[src/rtl/mulxx_core.sv]
// Registered signed/unsigned multiplier with arithmetic right shift of the product.
// Optional MULXX_ROUND_EN: round half up before the shift instead of flooring.
module mulxx_core #(
    parameter int WORD_SIZE = 18
) (
    input  logic                 clock,
    input  logic                 reset,
    input  logic                 in_valid,
    input  logic [WORD_SIZE-1:0] r0,
    input  logic [WORD_SIZE-1:0] r1,
    input  logic [4:0]           shift,
    input  logic                 signx,
    input  logic                 signy,
    output logic [WORD_SIZE-1:0] res,
    output logic                 out_valid
);

    localparam int EXT_W = WORD_SIZE + 1;
    localparam int PROD_W = 2 * WORD_SIZE + 2;
    localparam logic [4:0] MAX_SHIFT = 5'd18;

    logic signed [EXT_W-1:0]  x_ext;
    logic signed [EXT_W-1:0]  y_ext;
    logic signed [PROD_W-1:0] x_wide;
    logic signed [PROD_W-1:0] y_wide;
    logic signed [PROD_W-1:0] prod;
    logic signed [PROD_W-1:0] prod_adj;
    logic signed [PROD_W-1:0] shifted;
    logic [4:0]               shift_eff;

    logic [WORD_SIZE-1:0] res_d;
    logic [WORD_SIZE-1:0] res_q;
    logic                 out_valid_d;
    logic                 out_valid_q;

    always_comb begin
        // One extra bit lets unsigned operands live in a signed product.
        x_ext     = signx ? $signed({r0[WORD_SIZE-1], r0}) : $signed({1'b0, r0});
        y_ext     = signy ? $signed({r1[WORD_SIZE-1], r1}) : $signed({1'b0, r1});
        x_wide    = PROD_W'(x_ext);
        y_wide    = PROD_W'(y_ext);
        prod      = x_wide * y_wide;
        shift_eff = (shift > MAX_SHIFT) ? MAX_SHIFT : shift;
`ifdef MULXX_ROUND_EN
        if (shift_eff != 5'd0) begin
            prod_adj = prod + (PROD_W'(1) << (shift_eff - 5'd1));
        end else begin
            prod_adj = prod;
        end
`else
        prod_adj = prod;
`endif
        shifted = prod_adj >>> shift_eff;
    end

    always_comb begin
        res_d       = res_q;
        out_valid_d = 1'b0;
        if (in_valid) begin
            res_d       = shifted[WORD_SIZE-1:0];
            out_valid_d = 1'b1;
        end
    end

    always_ff @(posedge clock) begin
        if (reset) begin
            res_q       <= '0;
            out_valid_q <= 1'b0;
        end else begin
            res_q       <= res_d;
            out_valid_q <= out_valid_d;
        end
    end

    assign res       = res_q;
    assign out_valid = out_valid_q;

endmodule

[config.mk]
export PLATFORM = sky130hd
export DESIGN_NAME = mulxx_core
export DESIGN_NICKNAME = d
export VERILOG_FILES = /design/src/rtl/mulxx_core.sv
export SDC_FILE = /design/constraint.sdc
export NUM_CORES = 1
export LEC_CHECK = 0
export ABC_AREA = 1
export CORE_MARGIN = 8
export CORE_UTILIZATION = 65
export CTS_CLUSTER_DIAMETER = 80
export DETAILED_ROUTE_END_ITERATION = 12
export PLACE_DENSITY = 0.9
export RECOVER_POWER = 25
export REMOVE_ABC_BUFFERS = 1
export SETUP_SLACK_MARGIN = 0.3
export SLEW_MARGIN = 10
export SYNTH_ARGS = -nofsm -noshare
export SYNTH_HDL_FRONTEND = slang
export SYNTH_SLANG_ARGS = --single-unit
[constraint.sdc]
create_clock -name clock -period 11.75 [get_ports clock]
set_input_delay 3.525 -clock clock [delete_from_list [all_inputs] [get_ports clock]]
set_output_delay 3.525 -clock clock [all_outputs]
set_load 0.02 [all_outputs]
; Word level (Yosys, flattened, before mapping)
; Cells that the tools add are included.
[classes]
multipliers = 1
order_cmp = 1
shifts = 1
mux = 4
[op_table]
columns = cell, count
row1 = multiplier 19 x 19 -> 38 bit, 1
row2 = two-way mux 19 bit, 2
row3 = >>> shifter 38 x 5 -> 18 bit, 1
row4 = "greater-than comparator 5 bit, second input constant", 1
row5 = two-way mux 5 bit, 1
row6 = two-way mux 1 bit, 1
[word_totals]
ff_bits = 19
in_bits = 46
output_inout_bits = 19
word_cells = 9

; Depth between registers and ports, before layout
[depth]
word_depth = 3
ltp_mapped = 36
mapped_depth_nobuf = 35

; Least setup slack after synthesis
; No wires, ideal clock.
[synth_path]
path_type = input-to-reg
start = in signx
end = reg res_q[11], in the netlist res[11]
setup_time_ns = 0.131
arrival_time_ns = 9.440
t_required_ns = 11.619
path_slack_ns = 2.179
stages = 28
path_buffers = 0
path_cell_list = nand2_1 > clkinv_1 > nand2_1 > inv_1 > fa_1 > fa_1 > inv_1 > fa_1 > fa_1 > fa_1 > inv_1 > fa_1 > ha_1 > ha_1 > nand2_1 > nor2_1 > inv_2 > nor2_4 > and2_1 > nand2_1 > nand3_1 > nand3_1 > nand3_1 > nand3_1 > nand2_1 > nand2_1 > nand2_1 > a21oi_2
[synth_between]
elab_chain_len = 3
[synth_rtl]
columns = item, line
row1 = from (decl), 12  ; input logic signx,
row2 = two-way mux 19 bit, 38  ; x_ext = signx ? $signed({r0[WORD_SIZE-1], r0}) : $signed({1'b0, r0});
row3 = multiplier 19 x 19 -> 38 bit, 42  ; prod = x_wide * y_wide;
row4 = >>> shifter 38 x 5 -> 18 bit, 53  ; shifted = prod_adj >>> shift_eff;
row5 = to (signal assigned), 70  ; res_q <= res_d;
row6 = to (decl), 32  ; logic [WORD_SIZE-1:0] res_q;
; No other way between the ends.
; A chain may end at the register's enable or synchronous reset.

; Final worst setup path
[layout_path]
start = in r0[17]
end = reg res_q[12], in the netlist res[12]
[layout_between]
elab_chain_len = 3
[layout_rtl]
columns = item, line
row1 = from (decl), 9  ; input logic [WORD_SIZE-1:0] r0,
row2 = two-way mux 19 bit, 38
row3 = multiplier 19 x 19 -> 38 bit, 42
row4 = >>> shifter 38 x 5 -> 18 bit, 53
; No other way between the ends.

==> flow_summary.yaml <==
final_layout:
  mostFrequentLayoutCells: "nand2_1, inv_1, fa_1"
  drive_above_1_share_pct: 4.64
  diodes: 0
  final_common_cell: "nand2_1"
  area_delta_synth_final_pct: 5.48
  nets: 2725
setup_path:
  rr_endpoint: "res[7]$_SDFFE_PP0P_"
  worstSetupStartpointType: "input port"
  cp_max_fo: 11
  cpMaxStageDelayCell: "fa_1"
  reg2regPathDepth: 2
  critPathArrivalTime_ns: 10.96
  critical_path_class: "in2reg"
  cpPeakStageDelay_ns: 0.97
  required_ns: 11.93
  end_kind: "flop"
  r2r_setup_slack_ns: 10.97
  timing.rr.start: "res[7]$_SDFFE_PP0P_"
cts:
  cts-root-buf: "clkbuf_16"
  post_cts_buffers: 0
  clk_latency_ns: 0.25
  cts_hold_buf: 0
  cts_buffers: 3
  path_clk_slew_ns: 0.05
  cts_max_level: 1
  cts_sinks: 19
  cts_tree: "built"
  cts_buffer_depth: 2
  cts_resized: 0
synthesis:
  synth-edff-count: 0
  netlist_area_sq_mm: 0.0164
  synth_area_leaders: "fa_1, nand2_1, inv_1"
  synthArstFlopShare_pct: 0
  avgSynthCellArea_sq_um: 7.47
  ys_seq_elements: 19
  synth_warnings: 0
  syn_inst: 2200
  synth_top_area_share_pct: 45.1
  ys.flop_type: "dfxtp_1"
  synth_top_cell_by_area: "fa_1"
  post_synth_num_cell_types: 45
  seq_area_frac_synth_pct: 2.32
sta:
  worst_pin_slew_ns: 1.01
  max_slew_margin_pct: 32.5
  fin_ws_ns: 0.961
  post-route-period-util_pct: 91.8
  finalSetupViolations: 0
  rsz0062_at_grt: "no"
  fin_setup_tns_ns: 0
  hold_viol_final: 0
  slew_viol_final: 0
  fin_skew_ns: 0
  finalCriticalPeriod_ns: 10.79
  clock.fmax_ghz: 0.0927
route:
  antenna_left: 0
  dr.pass1.iters: 5
  via_per_inst: 5.66
  drtIter0Drc: 1206
  wl_per_cell_um: 17.9
  vias: 14300
  drc: 0
  drt_wl_total_mm: 45.3
global_route:
  grt_first_pass_wirelength_mm: 75.7
  grt_pass1_vias: 15600
  grt_max_degree: 37
  grt_antenna_before_repair: 0
  track_usage_pct: 30.4
  grt_remaining_overflow: 0
floorplanning:
  rows: 58
  fp.dieW_um: 175
  io_pins: 65
  die_h_um: 175
  initial_core_util_pct: 65.8
  coreArea_sq_mm: 0.0250
  die_area_sq_mm: 0.0306
placement:
  routabilityCongestion: 0.988
  dp_hpwl_mm: 39.3
  io_buffers: 64
  place_ws_ns: 0.810
flow_run:
  cap_violations: 0
worst_hold_path:
  hold_end: "res[8]$_SDFFE_PP0P_"
  worstHoldPathType: "reg2reg"
  hold_depth: 2
  min_from: "res[8]$_SDFFE_PP0P_"
status:
  status: "complete, no violations"
state kept, by name, summed over array words and instances, names as in the netlist:
register,count
out_valid,1
res,18
how the worst max path moves through the flow:
stage                     cells past startpoint    from              endpoint
after global routing                         30  r0[17]  res[16]$_SDFFE_PP0P_
after CTS                                    30  r0[17]  res[16]$_SDFFE_PP0P_
after global placement                       30  r0[17]  res[16]$_SDFFE_PP0P_
after detailed placement                     30  r0[17]  res[16]$_SDFFE_PP0P_
after floorplan                              26   signx  res[16]$_SDFFE_PP0P_
final                                        30  r0[17]  res[12]$_SDFFE_PP0P_
synth_stat cells, types with 4 or more instances:
cell      number
nor2_4         6
fa_1         370
nor2_1        47
ha_1         112
nand4_1       17
mux2i_1        4
nor2_2        11
nand2_2       14
nand3_2       12
a21oi_1       33
nand3_1      165
buf_2         12
o211ai_1      10
or2_2         14
inv_1        535
nand3b_1       5
buf_4          4
o21ai_1        6
nand2_1      649
inv_2          7
o21ai_0       24
dfxtp_1       19
buf_1         16
clkbuf_1      61
nor3_1         8
area by class of cell:
| class | count | area [sq um] |
|---|---|---|
| Multi-Input combinational cell | 1537 | 13600 |
| Fill cell | 2017 | 7640 |
| Inverter | 548 | 2070 |
| Timing Repair Buffer | 88 | 821 |
| Tap cell | 330 | 413 |
| Sequential cell | 19 | 380 |
| Clock buffer | 4 | 78.8 |
per-layer routing:
layer,share of wire [%],GRT usage [%],vias up
met5,0,0,-
met4,4.3,11.9,0
met1,38,37.6,6967
li1,-,-,6416
met2,49,52.2,721
met3,8.6,5.50,193
logic make-up (layout without fill, tap and decap cells):
logic type	count (synthesis)	after routing	share of synthesized area [%]
AND/OR/NAND/NOR	958	958	25.3
buffers and inverters	644	640	15.1
XOR/XNOR	6	6	0.320
AO/OA/AOI/OAI	87	87	3.05
adder cells (fa/ha/maj)	482	482	53.6
multiplexers	4	4	0.244
flip-flops	19	19	2.32
stage by stage:
stage               util [%]  instance area (sq um)  hold WS (ns)  cells
floorplan                  -                  16000         0.539   2104
global placement        69.1                  17200         0.454   2522
detailed placement      69.1                  17200         0.460   2522
CTS                     69.4                  17300         0.472   2526
global route            69.4                  17300         0.491   2526
finish                  69.4                  17300         0.470   2526
critical path: cells and delay by family:
family                   cells  cell delay (ns)
buffers and inverters        6             1.09
AND/OR/NAND/NOR             14             1.80
adder cells (fa/ha/maj)      8             4.25
AO/OA/AOI/OAI                2             0.27
Power is not shown: default switching activity piles up to over one toggle a cycle in this logic, so the estimate is an artifact.
